[src/rtl/long_op_scoreboard_if.sv]
// D-stage <-> long-op scoreboard signal bundle.
// fwdLong1D/fwdLong2D exist only when SCOREBOARD_FWD_EN is defined.
interface long_op_scoreboard_if #(
    parameter int unsigned REG_SIZE = 5,
    parameter int unsigned NREG     = 32
);
    logic                advanceD;
    logic                longValidD;
    logic                normWriteD;
    logic [REG_SIZE-1:0] writeRegD;
    logic [REG_SIZE-1:0] raddr1D;
    logic [REG_SIZE-1:0] raddr2D;
    logic                stallScoreD;
    logic                longIssue;
    logic                longWbValidW;
    logic [REG_SIZE-1:0] longWbDstW;
    logic [NREG-1:0]     busyVec;
    logic [3:0]          inFlight;
`ifdef SCOREBOARD_FWD_EN
    logic                fwdLong1D;
    logic                fwdLong2D;

    modport master (
        output advanceD, longValidD, normWriteD, writeRegD, raddr1D, raddr2D,
        input  stallScoreD, longIssue, longWbValidW, longWbDstW, busyVec, inFlight,
        input  fwdLong1D, fwdLong2D
    );
    modport slave (
        input  advanceD, longValidD, normWriteD, writeRegD, raddr1D, raddr2D,
        output stallScoreD, longIssue, longWbValidW, longWbDstW, busyVec, inFlight,
        output fwdLong1D, fwdLong2D
    );
`else
    modport master (
        output advanceD, longValidD, normWriteD, writeRegD, raddr1D, raddr2D,
        input  stallScoreD, longIssue, longWbValidW, longWbDstW, busyVec, inFlight
    );
    modport slave (
        input  advanceD, longValidD, normWriteD, writeRegD, raddr1D, raddr2D,
        output stallScoreD, longIssue, longWbValidW, longWbDstW, busyVec, inFlight
    );
`endif
endinterface

[src/rtl/long_op_scoreboard.sv]
// Issue control and busy-register scoreboard for a fixed-latency pipelined long-op unit.
// Optional completion-cycle forwarding is enabled by defining SCOREBOARD_FWD_EN.
module long_op_scoreboard #(
    parameter int unsigned REG_SIZE = 5,
    parameter int unsigned NREG     = 32,
    parameter int unsigned LAT      = 6
) (
    input logic                 clk,
    input logic                 rst_n,
    long_op_scoreboard_if.slave sb
);
    logic [LAT-1:0]               r_pipe_vld;
    logic [LAT-1:0][REG_SIZE-1:0] r_pipe_dst;
    logic [NREG-1:0]              r_busy;
    logic [3:0]                   r_in_flight;

    logic [LAT-1:0]               w_pipe_vld_d;
    logic [LAT-1:0][REG_SIZE-1:0] w_pipe_dst_d;
    logic [NREG-1:0]              w_busy_d;
    logic [3:0]                   w_in_flight_d;

    logic                w_comp_vld;
    logic [REG_SIZE-1:0] w_comp_dst;
    logic [NREG-1:0]     w_busy_eff;
    logic                w_raw1;
    logic                w_raw2;
    logic                w_waw;
    logic                w_struct;
    logic                w_stall;
    logic                w_issue;

    assign w_comp_vld = r_pipe_vld[0];
    assign w_comp_dst = r_pipe_dst[0];

    // With forwarding, the register completing this cycle no longer counts as pending.
    always_comb begin
        w_busy_eff = r_busy;
`ifdef SCOREBOARD_FWD_EN
        if (w_comp_vld) begin
            w_busy_eff[w_comp_dst] = 1'b0;
        end
`endif
    end

    assign w_raw1   = (sb.raddr1D != '0) && w_busy_eff[sb.raddr1D];
    assign w_raw2   = (sb.raddr2D != '0) && w_busy_eff[sb.raddr2D];
    assign w_waw    = (sb.longValidD || sb.normWriteD) && (sb.writeRegD != '0)
                      && w_busy_eff[sb.writeRegD];
    // A normal write leaving D now would land on pipe slot 3.
    assign w_struct = sb.normWriteD && r_pipe_vld[3];
    assign w_stall  = (w_raw1 || w_raw2 || w_waw || w_struct)
                      && (sb.longValidD || sb.normWriteD || w_raw1 || w_raw2);
    assign w_issue  = sb.longValidD && sb.advanceD && !w_stall;

    always_comb begin
        w_pipe_vld_d = '0;
        w_pipe_dst_d = '0;
        for (int unsigned i = 0; i < LAT - 1; i++) begin
            w_pipe_vld_d[i] = r_pipe_vld[i+1];
            w_pipe_dst_d[i] = r_pipe_dst[i+1];
        end
        w_pipe_vld_d[LAT-1] = w_issue;
        w_pipe_dst_d[LAT-1] = w_issue ? sb.writeRegD : '0;

        w_busy_d = r_busy;
        if (w_comp_vld) begin
            w_busy_d[w_comp_dst] = 1'b0;
        end
        if (w_issue && (sb.writeRegD != '0)) begin
            w_busy_d[sb.writeRegD] = 1'b1;
        end
        w_busy_d[0] = 1'b0;

        w_in_flight_d = r_in_flight + 4'(w_issue) - 4'(w_comp_vld);
    end

    always_ff @(posedge clk) begin
        if (!rst_n) begin
            r_pipe_vld  <= '0;
            r_pipe_dst  <= '0;
            r_busy      <= '0;
            r_in_flight <= '0;
        end else begin
            r_pipe_vld  <= w_pipe_vld_d;
            r_pipe_dst  <= w_pipe_dst_d;
            r_busy      <= w_busy_d;
            r_in_flight <= w_in_flight_d;
        end
    end

    assign sb.stallScoreD  = w_stall;
    assign sb.longIssue    = w_issue;
    assign sb.longWbValidW = w_comp_vld;
    assign sb.longWbDstW   = w_comp_vld ? w_comp_dst : '0;
    assign sb.busyVec      = r_busy;
    assign sb.inFlight     = r_in_flight;
`ifdef SCOREBOARD_FWD_EN
    assign sb.fwdLong1D    = (sb.raddr1D != '0) && w_comp_vld && (w_comp_dst == sb.raddr1D);
    assign sb.fwdLong2D    = (sb.raddr2D != '0) && w_comp_vld && (w_comp_dst == sb.raddr2D);
`endif
endmodule

[src/flat_wrapper.sv]
// flat-port wrapper written by rule: the top's interface ports become plain ports
module long_op_scoreboard_flat 
#(
    parameter int unsigned REG_SIZE = 5,
    parameter int unsigned NREG     = 32,
    parameter int unsigned LAT      = 6
)
  (clk, rst_n, sb_advanceD, sb_longValidD, sb_normWriteD, sb_writeRegD, sb_raddr1D, sb_raddr2D, sb_stallScoreD, sb_longIssue, sb_longWbValidW, sb_longWbDstW, sb_busyVec, sb_inFlight);
  long_op_scoreboard_if #(.REG_SIZE(REG_SIZE), .NREG(NREG)) sb_i ();
  input logic clk;
  input logic rst_n;
  input wire logic [$bits(sb_i.advanceD)-1:0] sb_advanceD;
  input wire logic [$bits(sb_i.longValidD)-1:0] sb_longValidD;
  input wire logic [$bits(sb_i.normWriteD)-1:0] sb_normWriteD;
  input wire logic [$bits(sb_i.writeRegD)-1:0] sb_writeRegD;
  input wire logic [$bits(sb_i.raddr1D)-1:0] sb_raddr1D;
  input wire logic [$bits(sb_i.raddr2D)-1:0] sb_raddr2D;
  output wire logic [$bits(sb_i.stallScoreD)-1:0] sb_stallScoreD;
  output wire logic [$bits(sb_i.longIssue)-1:0] sb_longIssue;
  output wire logic [$bits(sb_i.longWbValidW)-1:0] sb_longWbValidW;
  output wire logic [$bits(sb_i.longWbDstW)-1:0] sb_longWbDstW;
  output wire logic [$bits(sb_i.busyVec)-1:0] sb_busyVec;
  output wire logic [$bits(sb_i.inFlight)-1:0] sb_inFlight;
  assign sb_i.advanceD = sb_advanceD;
  assign sb_i.longValidD = sb_longValidD;
  assign sb_i.normWriteD = sb_normWriteD;
  assign sb_i.writeRegD = sb_writeRegD;
  assign sb_i.raddr1D = sb_raddr1D;
  assign sb_i.raddr2D = sb_raddr2D;
  assign sb_stallScoreD = sb_i.stallScoreD;
  assign sb_longIssue = sb_i.longIssue;
  assign sb_longWbValidW = sb_i.longWbValidW;
  assign sb_longWbDstW = sb_i.longWbDstW;
  assign sb_busyVec = sb_i.busyVec;
  assign sb_inFlight = sb_i.inFlight;
  long_op_scoreboard #(.REG_SIZE(REG_SIZE), .NREG(NREG), .LAT(LAT)) u_core (.clk(clk), .rst_n(rst_n), .sb(sb_i));
endmodule
[config.mk]
export PLATFORM = sky130hd
export DESIGN_NAME = long_op_scoreboard_flat
export DESIGN_NICKNAME = d
export VERILOG_FILES = /design/src/rtl/long_op_scoreboard_if.sv /design/src/rtl/long_op_scoreboard.sv /design/src/flat_wrapper.sv
export SDC_FILE = /design/constraint.sdc
export NUM_CORES = 1
export LEC_CHECK = 0
export ABC_AREA = 0
export CAP_MARGIN = 20
export CORE_UTILIZATION = 53
export CTS_CLUSTER_DIAMETER = 60
export DETAILED_ROUTE_END_ITERATION = 10
export GPL_ROUTABILITY_DRIVEN = 0
export PLACE_DENSITY = 0.83
export SLEW_MARGIN = 0
export SYNTH_ARGS = -nofsm -noshare
export SYNTH_HDL_FRONTEND = slang
export SYNTH_SLANG_ARGS = --single-unit
[constraint.sdc]
create_clock -name clk -period 5.7 [get_ports clk]
set_clock_uncertainty 0.2 [all_clocks]
set_input_delay 1.14 -clock clk [delete_from_list [all_inputs] [get_ports clk]]
set_output_delay 1.14 -clock clk [all_outputs]
set_load 0.005 [all_outputs]
==> results.sh <==
export IMPL_dieHeight_um=84.8
export IMPL_hold_buffers=0
export IMPL_diodes=0
export IMPL_num_nets_final=469
export IMPL_syn_cell_area_sq_um=3640
export IMPL_die_width_um=84.8
export IMPL_crit_chain="clkdlybuf4s50_1, mux4_2, mux2_2, a31oi_1, o211ai_1, nor3b_1, clkdlybuf4s50_1"
export IMPL_track_usage_pct=30.7
export IMPL_setup_viol=0
export IMPL_die_area_sq_um=7200
export IMPL_synth_top_area_cell="dfxtp_1"
export IMPL_synth_cell_type_count=47
export IMPL_period_share_pct=94.5
export IMPL_drtPass1Iterations=8
export IMPL_avgSynthCellArea_sq_um=9.16
export IMPL_slowest_stage="clkdlybuf4s50_1"
export IMPL_critical_path_arrival_ps=4050
export IMPL_min_period_ps=5390
export IMPL_placed_area_sq_um=4260
export IMPL_worstHoldPathType="reg -> reg"
export IMPL_tightest_slew_ps=1190
export IMPL_cts_resized=0
export IMPL_power_leakage_uw=0.00155
export IMPL_yosysWarnings=0
export IMPL_critPathMaxStageDelay_ps=780
export IMPL_final_hold_viol_count=0
export IMPL_drt_iter0_drc=511
export IMPL_clock_sinks=71
export IMPL_core_sq_um=6490
export IMPL_synth_area_leaders="dfxtp_1 (39%), o211ai_1 (6.6%), and2_1 (6.5%)"
export IMPL_relSlewSlack_pct=19.9
export IMPL_holdWs_ps=233
export IMPL_crit_path_end_kind="output pin"
export IMPL_cts_setup_buffers=0
export IMPL_path_class="in -> out"
export IMPL_synthCells=397
export IMPL_grt_overflow=0
export IMPL_crit_family="buffers and inverters"
export IMPL_synthesis_nets=422
export IMPL_antenna_found_initial=0
export IMPL_clk_path_buf_depth=2
export IMPL_status="finished with violations"
export IMPL_grt_max_degree=69
export IMPL_grt_pass1_wl_um=17100
export IMPL_synthToLayoutAreaGrowth_pct=22.9
export IMPL_cts_htree_levels=3
export IMPL_clkLatencyLatePin_ps=360
export IMPL_vias=3480
export IMPL_violations="design-rule violations"
export IMPL_fin_area_sq_um=4470
export IMPL_clk_pin_slew_ps=80
export IMPL_grt_pass1_vias=3340
export IMPL_setup_tns_final_ps=0
export IMPL_path_max_fanout=10
export IMPL_fmax_mhz=186
export IMPL_peakVddDrop_mv=0.191
export IMPL_start_util_pct=56.0
export IMPL_finalMaxSlewViolations=0
export IMPL_worstSetupStartpointType="input pin"
export IMPL_ctsRootBufferMaster="clkbuf_8"
export IMPL_synth_async_reset_ratio_pct=0
export IMPL_max_cap_violations=0
export IMPL_place_port_buffers=62
export IMPL_yosys_area_top_type_share_pct=39.1
export IMPL_rsz0062_at_grt="false"
export IMPL_ant_nets=0
export IMPL_ys_ff_latch=71
export IMPL_io_pins=64
export IMPL_cts_buffers=9
export IMPL_synthFlopType="dfxtp_1"
export IMPL_required_ps=4360
export IMPL_drt_wl_total_um=10500
export IMPL_rows=29
export IMPL_crit_top_cell="clkdlybuf4s50_1"
export IMPL_cts_tree="yes"
export IMPL_seq_area_frac_synth_pct=39.1
export IMPL_vias_per_cell=6.62
export IMPL_power_density_nw_per_um2=231
export IMPL_drc=6
export IMPL_nFillCells=507
export IMPL_drive_gt1_share_pct=8.91
export IMPL_path_buf_inv=2
export IMPL_post_dp_hpwl_um=7240
export IMPL_wire_per_inst_um=20.0
export IMPL_synth_edf_count=0
path summary, 6_finish.rpt:
| kind | start | endpoint | slack [ps] | cells past startpoint |
|---|---|---|---|---|
| max | sb_raddr2D[0] | sb_longIssue | 310 | 7 |
| min | u_core.r_pipe_vld[1]$_SDFF_PN0_ | u_core.r_pipe_vld[0]$_SDFF_PN0_ | 230 | 1 |
| max reg2reg | u_core.sb.busyVec[26]$_SDFF_PN0_ | u_core.sb.inFlight[2]$_SDFF_PN0_ | 1950 | 13 |
| min reg2reg | u_core.r_pipe_vld[1]$_SDFF_PN0_ | u_core.r_pipe_vld[0]$_SDFF_PN0_ | 230 | 1 |
cells in the final DEF (no fill, tap or decap), types with 3 or more instances in the layout:
master           Yosys  routed
inv_6                0       3
clkdlybuf4s50_1      0      61
nor2_1              10      10
nand3_1             38      38
mux2_2               4       4
buf_4                2       7
nor3_1              10      10
nor3b_1              3       3
a21oi_1              4       4
clkbuf_8             0       9
and2_1              38      38
mux4_2              10      10
ha_1                 4       4
nand3b_1             7       7
o211ai_1            32      32
xnor2_1              3       3
mux2i_1             22      22
inv_1               11      11
o31ai_1              3       3
nand2b_1             9       9
dfxtp_1             71      71
o21ai_0             31      31
nor2b_1              9       9
nand2_1             11      11
nor4b_1              6       6
per-layer routing:
layer	global-route usage, %	share of wire, %	vias up
met5	0	0	-
met4	13.3	2.7	0
met3	8.56	11	32
met2	48.0	46	248
met1	40.1	40	1655
li1	-	-	1545
where the power goes:
group          internal [uW]  switching, uW
logic                   46.0           62.5
registers                500           3.62
clock network            210            209
total                    756            276
synth_stat cells, types with 6 or more instances:
cell type	n
dfxtp_1	71
and2_1	38
nand3_1	38
o211ai_1	32
o21ai_0	31
clkbuf_1	23
mux2i_1	22
inv_1	11
nand2_1	11
mux4_2	10
nor2_1	10
nor3_1	10
nand2b_1	9
nor2b_1	9
buf_2	7
nand3b_1	7
nor4b_1	6
cells by family (layout without fill, tap and decap cells):
logic type	Yosys count	in the layout	share of synthesized area (%)
AND/OR/NAND/NOR	150	150	23.8
AO/OA/AOI/OAI	87	87	15.9
flip-flops	71	71	39.1
buffers and inverters	44	96	4.99
multiplexers	36	36	13.5
adder cells (fa/ha/maj)	5	5	1.93
XOR/XNOR	3	3	0.723
other	1	1	0.103
state kept, by name, indices dropped and copies added (netlist names):
| signal | flops |
|---|---|
| u_core.sb.inFlight | 4 |
| u_core.r_pipe_dst | 25 |
| u_core.w_comp_dst | 5 |
| u_core.sb.busyVec | 31 |
| u_core.r_pipe_vld | 6 |
metrics by stage:
step	util, %	power (uW)	worst slack [ps]	instances
after floorplan	-	580	1320	397
after global placement	65.6	618	389	510
after detailed placement	65.6	620	327	510
after CTS	68.8	1030	324	526
after global routing	68.8	1070	107	526
final	68.8	1030	314	526
area by class of cell:
type                            instances  area, sq um  share of cell area, %
Multi-Input combinational cell        282         2030                   45.5
Clock inverter                          7         83.8                   1.88
Tap cell                               77         96.3                   2.16
Inverter                               11         41.3                  0.924
Sequential cell                        71         1420                   31.8
Timing Repair Buffer                   69          668                   14.9
Clock buffer                            9          124                   2.77
Note: power is estimated with default switching activity, not from simulation.
==> edit, RTL diff (config.mk and constraints unchanged) <==
`NREG` is set to 32 in 3 places; all go to 48.
--- a/src/rtl/long_op_scoreboard_if.sv
+++ b/src/rtl/long_op_scoreboard_if.sv
@@ -2,7 +2,7 @@
 // fwdLong1D/fwdLong2D exist only when SCOREBOARD_FWD_EN is defined.
 interface long_op_scoreboard_if #(
     parameter int unsigned REG_SIZE = 5,
-    parameter int unsigned NREG     = 32
+    parameter int unsigned NREG     = 48
 );
     logic                advanceD;
     logic                longValidD;
--- a/src/rtl/long_op_scoreboard.sv
+++ b/src/rtl/long_op_scoreboard.sv
@@ -2,7 +2,7 @@
 // Optional completion-cycle forwarding is enabled by defining SCOREBOARD_FWD_EN.
 module long_op_scoreboard #(
     parameter int unsigned REG_SIZE = 5,
-    parameter int unsigned NREG     = 32,
+    parameter int unsigned NREG     = 48,
     parameter int unsigned LAT      = 6
 ) (
     input logic                 clk,
--- a/src/flat_wrapper.sv
+++ b/src/flat_wrapper.sv
@@ -2,7 +2,7 @@
 module long_op_scoreboard_flat 
 #(
     parameter int unsigned REG_SIZE = 5,
-    parameter int unsigned NREG     = 32,
+    parameter int unsigned NREG     = 48,
     parameter int unsigned LAT      = 6
 )
   (clk, rst_n, sb_advanceD, sb_longValidD, sb_normWriteD, sb_writeRegD, sb_raddr1D, sb_raddr2D, sb_stallScoreD, sb_longIssue, sb_longWbValidW, sb_longWbDstW, sb_busyVec, sb_inFlight);
Interface: changed (resized sb_busyVec); port bits go from 64 to 80. No check against the original RTL was run, so the function may have changed too.
==> edit against the unedited design <==
Setup slack worse by 0.046 ns. Routed wire length down 0.86%. Design area up 3.5%. Clock power down 5.5%. Hold slack better by 0.0016 ns. Combinational power up 14%. Power down 0.51%. Synthesized area up 6.4%. Sequential cell count unchanged. Core utilization down 1.8 points. Critical endpoint unchanged.
==> edit: results <==
export IMPL_worstPathMaxFanout=15
export IMPL_async_flop_share_pct=0
export IMPL_synth_top_cells_by_area="dfxtp_1, and2_1, mux2i_1, o211ai_1, mux4_2"
export IMPL_place_area_um2=4431
export IMPL_yosysSeqAreaShare_pct=36.72
export IMPL_relSlewSlack_pct=32.09
export IMPL_holdWs_ns=0.2351
export IMPL_grt_pass1_wl_mm=16.24
export IMPL_synth_cell_type_count=56
export IMPL_grt_pass1_vias=3223
export IMPL_drive_gt1_share_pct=10.99
export IMPL_synthTopCellsByCount="dfxtp_1, and2_1, o211ai_1"
export IMPL_dp_hpwl_mm=7.210
export IMPL_peakVddDrop_uv=149.5
export IMPL_drt_iter0_markers=515
export IMPL_antennaDiodeCount=0
export IMPL_grt_max_degree=72
export IMPL_arrival_ns=4.09
export IMPL_synth_top_area_share_pct=36.72
export IMPL_vias=3493
export IMPL_syn_inst=400
export IMPL_status="completed"
export IMPL_reg2reg_slack_ns=2.14
export IMPL_layout_nets=466
export IMPL_dp_cells=526
export IMPL_wl_per_cell_um=19.24
==> edit: metrics by stage <==
step	setup slack [ns]	total power, mW
after CTS	0.4021	1.032
after detailed placement	0.4726	0.6381
final	0.2685	1.027
after floorplan	1.319	0.6067
after global routing	0.2022	1.064
after global placement	0.4669	0.6359
==> edit: critical path: stages <==
cell and delay (ns):
clkdlybuf4s50_1 0.46, buf_4 0.24, buf_4 0.29, mux2i_1 0.22, nor3_1 0.08, a2111oi_0 0.47
o221a_2 0.30, o21ai_2 0.11, nor3_1 0.24, clkdlybuf4s50_1 0.54
==> edit: metal layers <==
layer / part of all wire [%] / up-vias / global-route usage, %
met5: 0 / - / 0
met4: 3.7 / 0 / 14.61
met3: 11 / 55 / 6.256
met2: 45 / 273 / 43.68
met1: 40 / 1616 / 36.99
li1: - / 1549 / -
==> edit: path summary, 6_finish.rpt <==
path / startpoint / end / depth (start not counted)
min: u_core.r_pipe_dst[13]$_SDFF_PN0_ / u_core.r_pipe_dst[8]$_SDFF_PN0_ / 1
max reg2reg: u_core.sb.busyVec[22]$_SDFF_PN0_ / u_core.sb.inFlight[2]$_SDFF_PN0_ / 12
min reg2reg: u_core.r_pipe_dst[13]$_SDFF_PN0_ / u_core.r_pipe_dst[8]$_SDFF_PN0_ / 1
max: sb_writeRegD[1] / sb_longIssue / 10
==> edit: cells by family (layout without fill, tap and decap cells) <==
group / Yosys count / after routing / share of synthesized area (%)
compound gates: 83 / 83 / 18.16
xor+xnor: 3 / 3 / 0.6789
fa+ha+maj: 5 / 5 / 1.810
buf+inv: 63 / 93 / 8.532
flops: 71 / 71 / 36.72
mux: 39 / 39 / 13.48
other cells: 1 / 17 / 0.09687
simple gates: 135 / 135 / 20.52
==> edit: final cells by class <==
type	instances	area [um^2]
repair buffers	71	683.2
fillers	577	2280
flip-flops and latches	71	1421
well taps	96	120.1
multi-input cells	282	2183
clock inverters	7	72.57
inverters	6	22.52
clock buffers	9	123.9
==> edit: power breakdown <==
part	switching [mW]	internal, mW
sequential	0.00460	0.502
combinational	0.0716	0.0514
clock	0.195	0.202
